### src/rtl/button_conditioner.sv
// rtl/button_conditioner.sv - per-channel push-button synchroniser, debouncer and press/release pulse generator
// Define BUTTON_REPEAT_EN for auto-repeat press pulses; the release output is release_pulse because release is a reserved word.
module button_conditioner #(
  parameter int N_BUTTONS       = 5,
  parameter int DEBOUNCE_CYCLES = 1_000_000,
  parameter int REPEAT_DELAY    = 50_000_000,
  parameter int REPEAT_PERIOD   = 10_000_000
) (
  input  logic                 clk,
  input  logic                 resetn,
  input  logic [N_BUTTONS-1:0] button,
  output logic [N_BUTTONS-1:0] level,
  output logic [N_BUTTONS-1:0] press,
  output logic [N_BUTTONS-1:0] release_pulse
);

  localparam int CNT_W = $clog2(DEBOUNCE_CYCLES + 1);
  localparam logic [CNT_W-1:0] DEB_TERM = CNT_W'(DEBOUNCE_CYCLES - 1);

  // Bit 1 of the state encoding is the debounced level itself.
  localparam logic [1:0] RELEASED     = 2'b00;
  localparam logic [1:0] PRESS_PEND   = 2'b01;
  localparam logic [1:0] PRESSED      = 2'b10;
  localparam logic [1:0] RELEASE_PEND = 2'b11;

`ifdef BUTTON_REPEAT_EN
  localparam int RPT_MAX = (REPEAT_DELAY > REPEAT_PERIOD) ? REPEAT_DELAY : REPEAT_PERIOD;
  localparam int RPT_W   = $clog2(RPT_MAX + 1);
`endif

  if (DEBOUNCE_CYCLES < 1 || REPEAT_DELAY < 1 || REPEAT_PERIOD < 1) begin : g_bad_params
    $error("button_conditioner: DEBOUNCE_CYCLES, REPEAT_DELAY and REPEAT_PERIOD must be >= 1");
  end

  for (genvar i = 0; i < N_BUTTONS; i++) begin : g_ch
    logic [1:0]       sync_q;
    logic [1:0]       state_q;
    logic [1:0]       state_d;
    logic [CNT_W-1:0] cnt_q;
    logic             press_q;
    logic             release_q;
    logic             s;
    logic             mismatch;
    logic             terminal;
    logic             rise;
    logic             fall;
    logic             rpt_fire;

    assign s        = sync_q[1];
    assign mismatch = s ^ state_q[1];
    assign terminal = mismatch && (cnt_q == DEB_TERM);
    assign rise     = terminal && !state_q[1];
    assign fall     = terminal && state_q[1];

    always_comb begin
      state_d = state_q;
      case (state_q)
        RELEASED:     if (s) state_d = terminal ? PRESSED : PRESS_PEND;
        PRESS_PEND:   if (!s) state_d = RELEASED;
                      else if (terminal) state_d = PRESSED;
        PRESSED:      if (!s) state_d = terminal ? RELEASED : RELEASE_PEND;
        RELEASE_PEND: if (s) state_d = PRESSED;
                      else if (terminal) state_d = RELEASED;
      endcase
    end

    always_ff @(posedge clk or negedge resetn) begin
      if (!resetn) begin
        sync_q    <= 2'b00;
        state_q   <= RELEASED;
        cnt_q     <= '0;
        press_q   <= 1'b0;
        release_q <= 1'b0;
      end else begin
        sync_q    <= {sync_q[0], button[i]};
        state_q   <= state_d;
        cnt_q     <= (mismatch && !terminal) ? cnt_q + CNT_W'(1) : '0;
        press_q   <= rise || rpt_fire;
        release_q <= fall;
      end
    end

`ifdef BUTTON_REPEAT_EN
    logic [RPT_W-1:0] rpt_cnt_q;
    logic [RPT_W-1:0] rpt_limit;
    logic             rpt_periodic_q;

    // First interval is REPEAT_DELAY, every later one REPEAT_PERIOD; a release edge wins.
    assign rpt_limit = rpt_periodic_q ? RPT_W'(REPEAT_PERIOD - 1) : RPT_W'(REPEAT_DELAY - 1);
    assign rpt_fire  = state_q[1] && !fall && (rpt_cnt_q == rpt_limit);

    always_ff @(posedge clk or negedge resetn) begin
      if (!resetn) begin
        rpt_cnt_q      <= '0;
        rpt_periodic_q <= 1'b0;
      end else if (!state_q[1]) begin
        rpt_cnt_q      <= '0;
        rpt_periodic_q <= 1'b0;
      end else if (rpt_fire) begin
        rpt_cnt_q      <= '0;
        rpt_periodic_q <= 1'b1;
      end else begin
        rpt_cnt_q      <= rpt_cnt_q + RPT_W'(1);
      end
    end
`else
    assign rpt_fire = 1'b0;
`endif

    assign level[i]         = state_q[1];
    assign press[i]         = press_q;
    assign release_pulse[i] = release_q;
  end

endmodule

### config.mk
export PLATFORM = sky130hd
export DESIGN_NAME = button_conditioner
export DESIGN_NICKNAME = d
export VERILOG_FILES = /design/src/rtl/button_conditioner.sv
export SDC_FILE = /design/constraint.sdc
export NUM_CORES = 1
export LEC_CHECK = 0
export ABC_AREA = 1
export CORE_MARGIN = 1
export CORE_UTILIZATION = 40
export DETAILED_ROUTE_END_ITERATION = 10
export HOLD_SLACK_MARGIN = 0.08
export PLACE_DENSITY = 0.62
export SLEW_MARGIN = 15
export SYNTH_ARGS = -nofsm -noshare
export SYNTH_HDL_FRONTEND = slang
export SYNTH_SLANG_ARGS = --single-unit
### constraint.sdc
create_clock -name clk -period 2.1 [get_ports clk]
set_clock_uncertainty 0.15 [all_clocks]
set_input_delay 0.315 -clock clk [delete_from_list [all_inputs] [get_ports clk]]
set_output_delay 0.315 -clock clk [all_outputs]
set_load 0.01 [all_outputs]
==> run_results.csv, run 1 <==
group,metric,value,unit
drt,vias,5407,
clock_network,insertion_delay,0.42,ns
logic_synthesis,ys_seq_area_share,45.8,%
timing,finalSetupTns,0,ns
clock_network,path_clk_slew,0.06,ns
timing,fmax,531,MHz
clock_network,cts_root_buffer,"clkbuf_16",
final_layout,final_cell_count_no_fill,1168,
placed_design,io_buffer_count,21,
hold_path,hp-start,"button[2]",
drt,ant_nets,0,
critical_path,crit_fanout,4,
clock_network,cts.sinks,125,
final_layout,nets,947,
logic_synthesis,yosys_warnings,0,
die,io_pins,22,
power,powerDensity,689,nW/um^2
critical_path,crit_type,"flop to output pin",
die,rows,47,
power,vdd_ir_drop_max,0.000559,V
outcome,run_status,"finished, final reports clean",
placed_design,gp_congestion,0.873,
logic_synthesis,synth_cell_types,24,
die,fp.dieW,133,um
final_layout,most-common-layout-cells,"239 x nor2_1, 236 x nand2_1, 125 x dfrtp_1",
timing,drv_slew,0,
critical_path,regToRegStartpoint,"g_ch[2].cnt_q[0]",
critical_path,regToRegSetupSlack,0.23,ns
die,initial_core_util,41.1,%
drt,routed_wl,13.4,mm
clock_network,cts_inserted_buffers,17,
logic_synthesis,syn_avg_cell_area,7.50,um^2
placed_design,dpl.cell_count,1135,
timing,hold_viol_final,0,
hold_path,worstHoldEndpoint,"g_ch[2].sync_q[0]",
placed_design,dp_hpwl,10.0,mm
final_layout,area_growth,13.5,%
die,die_h,133,um
critical_path,cpPeakStageDelay,0.58,ns
hold_path,hold_depth,1,
job,cap_violations,0,
power,power.leakage,3.20,nW
logic_synthesis,syn-num-nets,924,
grt,grt-ovfl-total,0,
critical_path,cp.required,1.63,ns
grt,grt_usage,16.7,%
critical_path,worst-r2r-cell-count,6,
clock_network,htree_num_levels,4,
critical_path,cp-end-kind,"output pin",
logic_synthesis,netlist_area,6840,um^2
timing,finalSetupViolCount,0,
critical_path,cp_top_family,"buffers and inverters",
clock_network,cts_setup_buffers,0,
logic_synthesis,syn_inst,912,
timing,fin_crit_sh,89.6,%
drt,via_per_inst,4.63,
hold_path,worstHoldPathType,"input pin to flop",
grt,grt_pass1_vias,5136,
clock_network,tritoncts,"built",
drt,drc,0,
critical_path,startpoint_type,"flop",
final_layout,antennaDiodeCount,0,
critical_path,crit_chain,"clkdlybuf4s50_1",
drt,routedWlPerCell,11.5,um
grt,grt_pass1_wl,23.6,mm
critical_path,worstPathArrival,1.42,ns
timing,finalCriticalPeriod,1.88,ns
timing,rsz0062_at_grt,"false",
critical_path,worst-path-buf-inv,1,
grt,antenna_found_initial,0,
clock_network,clk_path_buf_depth,2,
critical_path,crit_path_start,"g_ch[0].state_q[1]",
logic_synthesis,synth-seq-cells,125,
timing,max_slew.worst_pin.slew,0.499,ns
die,die_area,17600,um^2
critical_path,rr_endpoint,"g_ch[2].cnt_q[12]",
grt,grt_max_degree,52,
final_layout,layout_commonest_cell,"nor2_1",
drt,first_iter_violations,281,
critical_path,critPathSlowestCell,"clkdlybuf4s50_1",
die,core_area,16600,um^2
final_layout,drive_above_1_share,8.97,%
timing,slew-limit-headroom,66.7,%
timing,whs,0.180,ns
drt,firstDrtPassIters,5,
[state kept, by name (all words and copies together) (netlist names)]
signal          count
g_ch.cnt_q        100
g_ch.press_q        5
g_ch.release_q      5
g_ch.state_q        5
g_ch.sync_q        10
[kinds of logic after synthesis]
group | count (synthesis) | share of synthesized area [%]
and+or+nand+nor | 606 | 37.4
DFF | 125 | 45.8
buffers and inverters | 107 | 7.58
xor gates and xnor gates | 59 | 7.56
AOI/OAI and AO/OA | 10 | 0.769
adders and majority gates | 5 | 0.915
[area by class of cell]
type | count | area (um^2)
clock inverters | 13 | 106
inverters | 82 | 308
clock buffers | 19 | 453
flip-flops and latches | 125 | 3130
fillers | 1639 | 8880
well taps | 220 | 275
multi-input cells | 680 | 3190
repair buffers | 29 | 299
[what timing repair did]
| item | 4_1_cts | 5_1_grt |
|---|---|---|
| endpoints found under the hold margin | 48 | 0 |
| hold buffers | 1 | 0 |
| resized for setup | 0 | 0 |
[how the worst max path moves through the flow]
stage	to	slack, ns	cells after the start
4_1_cts	level[0]	0.19	1
3_3_place_gp	g_ch[2].cnt_q[15]	0.30	6
6_report	level[0]	0.22	1
3_5_place_dp	g_ch[2].cnt_q[12]	0.24	6
2_1_floorplan	g_ch[2].cnt_q[10]	0.58	7
5_1_grt	g_ch[3].cnt_q[13]	0.05	6
[metal layers]
layer	track usage, %	part of all wire, %	vias up
met5	0	0	-
met4	5.81	1.3	0
met3	4.64	4.0	12
met2	26.8	47	99
met1	21.8	48	2450
li1	-	-	2846
[Yosys cell counts (all sizes together)]
master / number / area, um^2
a21oi: 6 / 30.0
and2: 4 / 25.0
buf: 25 / 210
dfrtp: 125 / 3130
ha: 5 / 62.6
inv: 82 / 308
nand2: 243 / 930
nand3: 55 / 285
nand4: 16 / 106
nor2: 267 / 1080
nor3: 21 / 130
o21ai: 3 / 15.0
o21bai: 1 / 7.51
xnor2: 17 / 149
xor2: 42 / 368
[metrics by stage]
step / setup WS (ns) / total power [mW] / utilization [%] / cell area [um^2]
final: 0.218 / 5.34 / 46.6 / 7760
after global routing: 0.0471 / 5.56 / 46.6 / 7760
after CTS: 0.191 / 5.43 / 46.6 / 7760
after detailed placement: 0.235 / 2.69 / 43.2 / 7190
after global placement: 0.303 / 2.68 / 43.2 / 7190
after floorplan: 0.578 / 2.60 / - / 6840
[power by group]
part           total, mW  internal (mW)  switching [mW]
Sequential          2.47           2.44          0.0312
Combinational      0.162         0.0518           0.110
Clock               2.71           1.59            1.12
[worst reg2reg max path, stage by stage (launching register included)]
cell	delay, ns
dfrtp_1	0.45
ha_1	0.23
nand3_1	0.19
nor2_1	0.14
nand3_1	0.12
nand2_2	0.34
nor2_1	0.11
No activity file was read; power rests on OpenSTA's default activity.
==> inputs of run 2 (changes only) <==
--- a/config.mk
+++ b/config.mk
@@ -11,6 +11,7 @@
 export DETAILED_ROUTE_END_ITERATION = 10
 export HOLD_SLACK_MARGIN = 0.08
 export PLACE_DENSITY = 0.62
+export SKIP_LAST_GASP = 1
 export SLEW_MARGIN = 15
 export SYNTH_ARGS = -nofsm -noshare
 export SYNTH_HDL_FRONTEND = slang
==> results of run 2 <==
Same layout as run 1: the final DEF is identical, and so are final timing and power.
